<file path="src/rtl/ws2812_frame_driver_pkg.sv">
// Shared types, image geometry and default 50 MHz WS2812 timing for the frame driver.
// IMG_WIDTH/IMG_HEIGHT here set the default frame size seen by ws2812_frame_driver.
package ws2812_frame_driver_pkg;

    localparam int IMG_WIDTH  = 2;
    localparam int IMG_HEIGHT = 2;

    localparam int DEF_T0H_CYC   = 20;
    localparam int DEF_T1H_CYC   = 40;
    localparam int DEF_BIT_CYC   = 63;
    localparam int DEF_LATCH_CYC = 3000;

    typedef enum logic [1:0] {
        ST_IDLE,
        ST_PREFETCH,
        ST_SHIFT,
        ST_LATCH
    } state_t;

    // Byte offset within a pixel for transmit slot 0/1/2 (G, R, B).
    function automatic logic [1:0] grb_offset(input logic [1:0] slot);
        case (slot)
            2'd0:    return 2'd1;
            2'd1:    return 2'd0;
            default: return 2'd2;
        endcase
    endfunction

endpackage

</file>
<file path="src/rtl/ws2812_bit_encoder.sv">
// Times one WS2812 bit: line high for T0H/T1H cycles, low for the rest of BIT_CYC.
// A bit_start in the last cycle of a bit chains the next bit with no gap.
module ws2812_bit_encoder
    import ws2812_frame_driver_pkg::*;
#(
    parameter int T0H_CYC = DEF_T0H_CYC,
    parameter int T1H_CYC = DEF_T1H_CYC,
    parameter int BIT_CYC = DEF_BIT_CYC
) (
    input  logic clk,
    input  logic rst_n,
    input  logic bit_val,
    input  logic bit_start,
    output logic led_out,
    output logic bit_last
);
    localparam int CNT_W = $clog2(BIT_CYC);
    localparam logic [CNT_W-1:0] CNT_LAST = CNT_W'(BIT_CYC - 1);

    logic [CNT_W-1:0] cnt_q, cnt_d;
    logic             act_q, act_d;
    logic [CNT_W-1:0] high_cyc;

    assign high_cyc = bit_val ? CNT_W'(T1H_CYC) : CNT_W'(T0H_CYC);
    assign bit_last = act_q && (cnt_q == CNT_LAST);
    assign led_out  = act_q && (cnt_q < high_cyc);

    always_comb begin
        // NOTE: default every always_comb output first so no path leaves it unassigned (latch).
        act_d = act_q;
        cnt_d = cnt_q;
        if (bit_start) begin
            act_d = 1'b1;
            cnt_d = '0;
        end else if (act_q) begin
            if (cnt_q == CNT_LAST) begin
                act_d = 1'b0;
                cnt_d = '0;
            end else begin
                cnt_d = cnt_q + CNT_W'(1);
            end
        end
    end

    always_ff @(posedge clk) begin
        // NOTE: registers use <= so every flop samples pre-edge values regardless of statement order.
        if (!rst_n) begin
            act_q <= 1'b0;
            cnt_q <= '0;
        end else begin
            act_q <= act_d;
            cnt_q <= cnt_d;
        end
    end

endmodule

</file>
<file path="src/rtl/ws2812_frame_driver.sv">
// Reads a frame from a 1-cycle-latency byte buffer and streams it to a WS2812 chain, then latches.
// Build macro SERPENTINE_EN reverses the column order of odd rows (zig-zag matrix wiring).
module ws2812_frame_driver
    import ws2812_frame_driver_pkg::*;
#(
    parameter int NUM_LEDS  = IMG_WIDTH * IMG_HEIGHT,
    parameter int ADDR_W    = 16,
    parameter int T0H_CYC   = DEF_T0H_CYC,
    parameter int T1H_CYC   = DEF_T1H_CYC,
    parameter int BIT_CYC   = DEF_BIT_CYC,
    parameter int LATCH_CYC = DEF_LATCH_CYC
) (
    input  logic              clk,
    input  logic              rst_n,
    input  logic              start,
    output logic              busy,
    output logic              done,
    output logic [ADDR_W-1:0] rd_addr,
    output logic              rd_en,
    input  logic [7:0]        rd_data,
    output logic              led_out
);
    localparam int LCNT_W = ($clog2(LATCH_CYC) > 12) ? $clog2(LATCH_CYC) : 12;
    localparam logic [LCNT_W-1:0] LATCH_LAST = LCNT_W'(LATCH_CYC - 1);
    localparam logic [ADDR_W-1:0] LAST_BYTE  = ADDR_W'(3 * NUM_LEDS - 1);
    localparam logic [ADDR_W-1:0] COL_LAST   = ADDR_W'(IMG_WIDTH - 1);

    state_t            state_q, state_d;
    logic              pf_q, pf_d;
    logic [2:0]        bit_idx_q, bit_idx_d;
    logic [ADDR_W-1:0] byte_idx_q, byte_idx_d;
    logic [LCNT_W-1:0] latch_q, latch_d;
    logic [7:0]        shift_q, shift_d;
    logic [7:0]        next_q, next_d;
    logic              rd_req_q, rd_req_d;
    logic              rd_vld_q, rd_vld_d;
    logic [ADDR_W-1:0] f_col_q, f_col_d;
    logic [ADDR_W-1:0] f_row_q, f_row_d;
    logic [1:0]        f_slot_q, f_slot_d;

    logic              bit_start, bit_last, frame_last_bit, latch_end;
    logic [ADDR_W-1:0] phys_col, fetch_addr;

    assign frame_last_bit = bit_last && (bit_idx_q == 3'd7) && (byte_idx_q == LAST_BYTE);
    assign latch_end      = (latch_q == LATCH_LAST);

    ws2812_bit_encoder #(
        .T0H_CYC (T0H_CYC),
        .T1H_CYC (T1H_CYC),
        .BIT_CYC (BIT_CYC)
    ) u_enc (
        .clk       (clk),
        .rst_n     (rst_n),
        .bit_val   (shift_q[7]),
        .bit_start (bit_start),
        .led_out   (led_out),
        .bit_last  (bit_last)
    );

    // Address of the next byte to fetch, from the (row, col, GRB slot) fetch cursor.
    always_comb begin
        phys_col = f_col_q;
`ifdef SERPENTINE_EN
        if (f_row_q[0]) phys_col = COL_LAST - f_col_q;
`endif
        fetch_addr = (f_row_q * ADDR_W'(IMG_WIDTH) + phys_col) * ADDR_W'(3)
                   + ADDR_W'(grb_offset(f_slot_q));
    end

    always_ff @(posedge clk) begin
        if (!rst_n) state_q <= ST_IDLE;
        else        state_q <= state_d;
    end

    always_comb begin
        state_d = state_q;
        case (state_q)
            ST_IDLE:     if (start)          state_d = ST_PREFETCH;
            ST_PREFETCH: if (pf_q)           state_d = ST_SHIFT;
            ST_SHIFT:    if (frame_last_bit) state_d = ST_LATCH;
            ST_LATCH:    if (latch_end)      state_d = ST_IDLE;
            default:                         state_d = ST_IDLE;
        endcase
    end

    always_comb begin
        busy      = (state_q != ST_IDLE);
        done      = (state_q == ST_LATCH) && latch_end;
        rd_en     = ((state_q == ST_PREFETCH) && !pf_q) || ((state_q == ST_SHIFT) && rd_req_q);
        bit_start = ((state_q == ST_PREFETCH) && pf_q)
                 || ((state_q == ST_SHIFT) && bit_last && !frame_last_bit);
        rd_addr   = (state_q == ST_IDLE) ? '0 : fetch_addr;
    end

    always_comb begin
        pf_d       = pf_q;
        bit_idx_d  = bit_idx_q;
        byte_idx_d = byte_idx_q;
        latch_d    = latch_q;
        shift_d    = shift_q;
        next_d     = next_q;
        rd_req_d   = 1'b0;
        rd_vld_d   = rd_en;
        f_col_d    = f_col_q;
        f_row_d    = f_row_q;
        f_slot_d   = f_slot_q;

        if (rd_en) begin
            if (f_slot_q == 2'd2) begin
                f_slot_d = 2'd0;
                if (f_col_q == COL_LAST) begin
                    f_col_d = '0;
                    f_row_d = f_row_q + ADDR_W'(1);
                end else begin
                    f_col_d = f_col_q + ADDR_W'(1);
                end
            end else begin
                f_slot_d = f_slot_q + 2'd1;
            end
        end

        case (state_q)
            ST_IDLE: begin
                if (start) begin
                    pf_d       = 1'b0;
                    bit_idx_d  = '0;
                    byte_idx_d = '0;
                    latch_d    = '0;
                    f_col_d    = '0;
                    f_row_d    = '0;
                    f_slot_d   = '0;
                end
            end
            ST_PREFETCH: begin
                pf_d = !pf_q;
                if (pf_q) shift_d = rd_data;
            end
            ST_SHIFT: begin
                if (rd_vld_q) next_d = rd_data;
                if (bit_last) begin
                    if (bit_idx_q == 3'd7) begin
                        bit_idx_d = '0;
                        if (byte_idx_q != LAST_BYTE) begin
                            shift_d    = next_q;
                            byte_idx_d = byte_idx_q + ADDR_W'(1);
                        end
                    end else begin
                        shift_d   = {shift_q[6:0], 1'b0};
                        bit_idx_d = bit_idx_q + 3'd1;
                        // Fetch the following byte during bit 7 so it is ready at the byte boundary.
                        rd_req_d  = (bit_idx_q == 3'd6) && (byte_idx_q != LAST_BYTE);
                    end
                end
            end
            ST_LATCH: latch_d = latch_end ? '0 : latch_q + LCNT_W'(1);
            default: ;
        endcase
    end

    always_ff @(posedge clk) begin
        if (!rst_n) begin
            pf_q       <= 1'b0;
            bit_idx_q  <= '0;
            byte_idx_q <= '0;
            latch_q    <= '0;
            shift_q    <= '0;
            next_q     <= '0;
            rd_req_q   <= 1'b0;
            rd_vld_q   <= 1'b0;
            f_col_q    <= '0;
            f_row_q    <= '0;
            f_slot_q   <= '0;
        end else begin
            pf_q       <= pf_d;
            bit_idx_q  <= bit_idx_d;
            byte_idx_q <= byte_idx_d;
            latch_q    <= latch_d;
            shift_q    <= shift_d;
            next_q     <= next_d;
            rd_req_q   <= rd_req_d;
            rd_vld_q   <= rd_vld_d;
            f_col_q    <= f_col_d;
            f_row_q    <= f_row_d;
            f_slot_q   <= f_slot_d;
        end
    end

endmodule

</file>
<file path="config.mk">
export PLATFORM = sky130hd
export DESIGN_NAME = ws2812_frame_driver
export DESIGN_NICKNAME = d
export VERILOG_FILES = /design/src/rtl/ws2812_frame_driver_pkg.sv /design/src/rtl/ws2812_bit_encoder.sv /design/src/rtl/ws2812_frame_driver.sv
export SDC_FILE = /design/constraint.sdc
export NUM_CORES = 1
export LEC_CHECK = 0
export BUFFER_PORTS_ARGS = -buffer_cell sky130_fd_sc_hd__buf_2
export CORE_MARGIN = 10
export CORE_UTILIZATION = 50
export CTS_CLUSTER_SIZE = 25
export DETAILED_ROUTE_END_ITERATION = 8
export PLACE_DENSITY = 0.73
export SLEW_MARGIN = 30
export SYNTH_ARGS = -nofsm -noshare
export SYNTH_HDL_FRONTEND = slang
export SYNTH_SLANG_ARGS = --single-unit
</file>
<file path="constraint.sdc">
create_clock -name clk -period 8.6 [get_ports clk]
set_input_delay 1.72 -clock clk [delete_from_list [all_inputs] [get_ports clk]]
set_output_delay 1.72 -clock clk [all_outputs]
set_load 0.03 [all_outputs]
</file>
==> summary.md, run 1 <==
| Metric | Value |
|---|---|
| DRC | `0` |
| Die height | `approximately 130 um` |
| CTS tree | `done` |
| Post-CTS Setup Inserts | `0` |
| WP data arrival | `~4800 ps` |
| Most frequent cells in the layout | `nor2_1, dfxtp_1, ha_1` |
| Pwr dens | `roughly 190 nW/um^2` |
| CP most frequent cell | `ha_1` |
| Share of layout cells above drive strength 1 | `about 8%` |
| Core ar. | `11600 um^2` |
| Number of instances in the placed design | `between 800 and 900` |
| Clock share of power | `between 30% and 40%` |
| Antenna-violating nets left | `0` |
| Slew Limit Fails | `0` |
| Sequential-to-total area share from yosys stat | `30.8%` |
| Drt pass-1 iters | `4` |
| Status | `finished clean` |
| Pin count of the biggest net entering global routing | `39` |
| Gate power share | `roughly 28%` |
| Gr usage total | `between 15 and 20%` |
| CTS Hold Bufs | `0` |
| CTS Root Cell | `clkbuf_16` |
| RePlAce Congestion | `approximately 0.86` |
| Final setup margin | `roughly 2100 ps` |
| Design Area, Final | `between 6000 and 7000 um^2` |
| R2r startpoint | `state_q[0]` |
| Io pins | `31` |
| CP Cell Sequence | `ha_1, inv_1, fa_1, nor2b_1, o21ai_0, a21o_1, a31oi_1, a21oi_1, nor2b_1, nor2_1, xnor2_1, ha_1, ha_1, or2_2, a211oi_1, o31a_1, xnor3_1, xor2_1, nor2_1, buf_2` |
| Final #Nets | `816` |
| CP peak stage delay | `390 ps` |
| Setup tns final | `0 ps` |
| Commonest non-fill, non-tap cell in the layout | `nor2_1` |
| P&R area growth vs syn | `9.36%` |
| Routed wire length | `12800 um` |
| Site Rows | `39` |
| Clock sink count | `slightly above 90` |
| Bufs on Longest Clock Path | `2` |
| Critical-path top delay cell | `dfxtp_1` |
| Sequential share of power | `about 40%` |
| Yosys Warn Count | `0` |
| Worst vdd ir | `0.000128 V` |
| Initial DRC count | `around 210` |
| CP startpoint | `f_row_q[0]` |
| Post-Route Utilization | `a little under three fifths` |
| Min-delay src | `next_q[7]` |
| Switching share of total power | `about a third` |
| HPWL after DPL | `between 9000 and 10000 um` |
| Pre-CTS setup slack | `~2500 ps` |
| Drt wl/cell | `14.3 um` |
| Post-route insts no fill | `891` |
| Max_cap viols | `0` |
| First-pass GRT wire length | `22100 um` |
| Clk slew on worst S/H paths | `60 ps` |
| Setup-failing EPs final | `0` |
| Family with the most delay on the worst path | `compound AO/OA/AOI/OAI gates` |
| Critical Path RT | `between 6000 and 7000 ps` |
| Number of H-tree levels | `3` |
| CTS Buf Count | `9` |
| FILL cells | `roughly 1100` |
| Post-synth EDFFs | `0` |
| Mean Syn Cell Area | `just over 8 um^2` |
| Die area | `16700 um^2` |
| P_int | `approximately 0.0008 W` |
| Slew HR | `a little under half` |
| Vias in the first global route | `4968` |
| Net count of the mapped netlist | `794` |
| Vias/cell | `5.70` |
| Worst-Margin Slew | `between 700 and 800 ps` |
| Critical path fanouts, max | `4` |
| Area after DPL | `~6200 um^2` |
| PostCTS Resize Cnt | `0` |
| Min Tclk post-route | `6500 ps` |
| CP Class | `flop to primary output` |
| Hold Fails Final Rpt | `0` |
| Port Buffers | `30` |
| Critical path launch point type | `flop` |
| RSZ-0062 raised after global routing | `no` |
| Worst min-delay path category | `flop to flop` |
| Seq cells post-synth | `about 90` |
| CP Buf/Inv Count | `2` |
| DIE WIDTH | `129 um` |
| Total gr overflow | `0` |
| Worst setup EP type | `primary output` |
| Max Freq | `between 150 and 200 MHz` |
| Mapped Area | `5980 um^2` |
| Ys flop type | `dfxtp_1` |
| Switch Pwr | `about 0.00042 W` |
| Diodes inserted | `0` |
| Initial Utilization | `between 50% and 60%` |
| Worst Skew | `roughly 10 ps` |
| Synth async-reset ratio | `0%` |
| Initial antenna violation count | `0` |
| Leakage Power | `approximately 2.7 nW` |
| Clock latency on the worst-skew pair | `around 340 ps` |
| Synth cell types | `61` |
| Final period utilization | `around three quarters` |
| Via count | `5078` |
| Cell count after synthesis | `between 700 and 800` |
layout make-up:
type,count,area [um^2],area share [%]
sequential,92,1840,28.2
clock inverter,3,46.3,0.708
inverter,25,93.8,1.44
clock buffer,13,250,3.83
tap,143,179,2.74
timing repair buffer,32,165,2.53
multi-input combinational,583,3960,60.6
cells in the mapped netlist (17+ instances only):
master | instances | area, um^2
clkbuf_1 | 17 | 63.8
xnor2_1 | 29 | 254
mux2i_1 | 18 | 180
o21ai_0 | 22 | 110
nor2_1 | 105 | 394
inv_1 | 25 | 93.8
a21oi_1 | 47 | 235
nand3_1 | 35 | 175
dfxtp_1 | 92 | 1840
ha_1 | 59 | 738
nand2_1 | 56 | 210
xor2_1 | 43 | 377
worst register-to-register path, cell delays in order (launching register included):
cell and delay (ps):
dfxtp_1 340, inv_1 100, ha_1 160, buf_4 350, nand2_1 100, a211o_1 420, nor2b_1 610, nand4_1 480
nor2_1 310, nand3_1 120, xor2_1 160, nor2_1 50
path summary, 6_finish.rpt:
path	to	slack (ps)	depth (start not counted)
worst max-delay path	rd_addr[15]	2100	20
worst min-delay path	next_q[7]	460	2
worst max register to register	f_row_q[7]	5270	11
worst min register to register	next_q[7]	460	2
through the flow:
step | power, W | hold WS [ps]
final | 0.00122 | 465
after global routing | 0.00129 | 485
after CTS | 0.00124 | 464
after detailed placement | 0.000840 | 455
after global placement | 0.000825 | 446
after floorplan | 0.000760 | 436
sequential cells by signal, indices dropped and copies added (netlist names):
| signal | flops |
|---|---|
| f_row_q | 15 |
| f_col_q | 16 |
| bit_idx_q | 3 |
| u_enc.act_q | 1 |
| f_slot_q | 2 |
| pf_q | 1 |
| state_q | 2 |
| rd_vld_q | 1 |
| rd_req_q | 1 |
| u_enc.cnt_q | 6 |
| byte_idx_q | 16 |
| next_q | 8 |
| shift_q | 8 |
| latch_q | 12 |
cell families after synthesis:
logic type      synth area share, %
fa+ha+maj                      13.4
simple gates                   25.1
xor+xnor                       10.9
buf+inv                        2.93
mux                            3.01
flops                          30.8
compound gates                 13.9
power groups by stage:
stage | Combinational (W) | Sequential [W] | Clock, W
after floorplan | 0.000273 | 0.000488 | 0
after global placement | 0.000328 | 0.000497 | 0
after detailed placement | 0.000340 | 0.000500 | 0
after CTS | 0.000341 | 0.000490 | 0.000404
after global routing | 0.000375 | 0.000495 | 0.000417
final | 0.000339 | 0.000490 | 0.000395
per-layer routing:
metal  wire, um  global-route usage (%)
met5          0                       0
met4        318                    7.36
met3        617                    2.69
met1       5730                    18.4
met2       6110                    27.3
Note: power is estimated with default switching activity, not from simulation.
==> run 2, diff against run 1 <==
--- a/config.mk
+++ b/config.mk
@@ -10,7 +10,7 @@
 export CORE_UTILIZATION = 50
 export CTS_CLUSTER_SIZE = 25
 export DETAILED_ROUTE_END_ITERATION = 8
-export PLACE_DENSITY = 0.73
+export PLACE_DENSITY = 0.76
 export SLEW_MARGIN = 30
 export SYNTH_ARGS = -nofsm -noshare
 export SYNTH_HDL_FRONTEND = slang
==> constraint.sdc (replaced) <==
create_clock -name clk -period 5.9 [get_ports clk]
set_input_delay 1.18 -clock clk [delete_from_list [all_inputs] [get_ports clk]]
set_output_delay 1.18 -clock clk [all_outputs]
set_load 0.03 [all_outputs]
==> summary.md, run 2 (synthesis gave the netlist of run 1 again) <==
| Metric | Value |
|---|---|
| Hold Path Stages | `2` |
| CTS tree | `done` |
| Slew Limit Fails | `0` |
| Worst Reg2Reg Path Length in Cells | `11` |
| Worst vdd ir | `about 0.00017 V` |
| Critical-path top delay cell | `ha_1` |
| Area after DPL | `between 6000 and 7000 um^2` |
| Max_cap viols | `0` |
| Clock sink count | `just over 90` |
| Sequential share of power | `between 30% and 40%` |
| Switching share of total power | `a little over a third` |
| Pwr dens | `271 nW/um^2` |
| DIE WIDTH | `around 130 um` |
| Most frequent cells in the layout | `nor2_1, dfxtp_1, ha_1` |
| Via count | `about 5000` |
| P_int | `~0.0012 W` |
| Pin count of the biggest net entering global routing | `39` |
| Design Area, Final | `~6600 um^2` |
| Io pins | `31` |
| CP peak stage delay | `360 ps` |
| Worst-Margin Slew | `roughly 770 ps` |
| Min Tclk post-route | `5630 ps` |
| Initial antenna violation count | `0` |
| Slew HR | `between 40% and 50%` |
| Worst Skew | `~9.4 ps` |
| Commonest non-fill, non-tap cell in the layout | `nor2_1` |
| HPWL after DPL | `just under 10000 um` |
| CP Cell Sequence | `ha_1, and2_4, and4_4, o311a_1, o21ai_1, nand2b_1, a21o_1, a21oi_2, xnor2_1, ha_1, ha_1, or2_2, a211oi_2, o31a_1, xnor3_1, xor2_1, nor2_1, buf_4` |
| Initial Utilization | `between 50% and 60%` |
| Gr usage total | `roughly 16%` |
| CTS Hold Bufs | `0` |
| WP data arrival | `~4500 ps` |
| Share of layout cells above drive strength 1 | `roughly 11%` |
| Worst setup EP type | `primary output` |
| Total gr overflow | `0` |
| Hold_ws | `454 ps` |
| Routed wire length | `about 13000 um` |
| Pre-CTS setup slack | `approximately 350 ps` |
| Vias/cell | `between 5 and 6` |
| CP most frequent cell | `ha_1` |
| Core ar. | `11600 um^2` |
| CP Class | `flop to primary output` |
| CTS Root Cell | `clkbuf_16` |
| Critical path launch point type | `flop` |
| Final #Nets | `about 820` |
| Critical Path RT | `roughly 4700 ps` |
| Number of H-tree levels | `3` |
| Die area | `roughly 17000 um^2` |
| Setup tns final | `0 ps` |
| Post-CTS Setup Inserts | `0` |
| DRC | `0` |
| Clock latency on the worst-skew pair | `350 ps` |
| Initial DRC count | `roughly 220` |
| Site Rows | `39` |
| Die height | `129 um` |
| Drt wl/cell | `about 15 um` |
| Port Buffers | `30` |
| Clk slew on worst S/H paths | `about 60 ps` |
| FILL cells | `about 1000` |
| Drt pass-1 iters | `6` |
| Clock share of power | `approximately 32%` |
| Final setup margin | `approximately 270 ps` |
| First-pass GRT wire length | `~22000 um` |
| Worst min-delay path category | `flop to flop` |
| Max Freq | `between 150 and 200 MHz` |
| Setup-failing EPs final | `0` |
| CTS Buf Count | `9` |
| RePlAce Congestion | `approximately 0.9` |
| Top Registers | `byte_idx_q: 16 flops, f_col_q: 16 flops, f_row_q: 15 flops` |
| Diodes inserted | `0` |
| P&R area growth vs syn | `10.5%` |
| Final period utilization | `95.5%` |
| Bufs on Longest Clock Path | `2` |
| Antenna-violating nets left | `0` |
| Status | `finished clean` |
| RSZ-0062 raised after global routing | `no` |
| Hold Fails Final Rpt | `0` |
| Switch Pwr | `roughly 0.00062 W` |
| Leakage Power | `about 2.8 nW` |
| Critical path fanouts, max | `7` |
| Vias in the first global route | `around 5000` |
| Gate power share | `between 20 and 30%` |
run 2: cell types whose count changed in the layout (fill, tap and decap cells not counted), moves of 2 or more:
cell | before | now
dfxtp_1 | 92 | 85
dfxtp_2 | 0 | 7
buf_4 | 2 | 5
o21ai_0 | 21 | 19
clkbuf_1 | 3 | 0
ha_2 | 0 | 2
o21ai_1 | 1 | 3
clkinv_2 | 0 | 3
a21oi_2 | 0 | 2
a21oi_1 | 47 | 45
inv_6 | 0 | 2
ha_1 | 59 | 57
run 2: worst paths after layout:
kind / start / to / slack [ps]
setup / recovery: f_col_q[4] / rd_addr[15] / 270
hold / removal: next_q[7] / next_q[7] / 450
setup reg to reg: state_q[0] / f_row_q[7] / 2660
hold reg to reg: next_q[7] / next_q[7] / 450
run 2: metrics by stage:
step / power [W] / instances / utilization (%)
CTS: 0.00181 / 893 / 56.7
global route: 0.00189 / 893 / 57.1
finish: 0.00179 / 893 / 57.1
detailed placement: 0.00123 / 877 / 54.1
global placement: 0.00120 / 877 / 54.1
floorplan: 0.00111 / 721 / -
run 2: routing by layer:
layer	wire, um	global-route usage [%]	vias up
met3	568	3.47	15
met5	0	0	-
met2	6370	28.0	79
met4	211	5.69	0
li1	-	-	2572
met1	5840	18.4	2372
run 2: power by group through the flow:
stage	clock network [W]	registers (W)	logic, W
2_1_floorplan	0	0.000711	0.000397
3_3_place_gp	0	0.000723	0.000480
3_5_place_dp	0	0.000727	0.000502
4_1_cts	0.000593	0.000713	0.000507
5_1_grt	0.000621	0.000720	0.000552
6_report	0.000579	0.000713	0.000501
run 2: cell type report:
class / count / area, um^2 / share of cell area (%)
Tap cell: 143 / 179 / 2.71
Inverter: 25 / 93.8 / 1.42
Multi-Input combinational cell: 583 / 4000 / 60.6
Clock buffer: 9 / 225 / 3.41
Clock inverter: 7 / 73.8 / 1.12
Sequential cell: 92 / 1850 / 28.0
Timing Repair Buffer: 34 / 183 / 2.76
run 2: repair_timing:
item | CTS | global route
pin swaps | 0 | 4
endpoints found under the setup margin | 1 | 2
gates resized for setup | 1 | 20
run 2: worst max-delay path, delay by kind of cell (launching register included):
kind	cells	cell delay, ps
AO/OA/AOI/OAI	6	1220
AND/OR/NAND/NOR	5	870
adder cells (fa/ha/maj)	3	850
XOR/XNOR	3	640
flip-flops	1	350
buffers and inverters	1	170
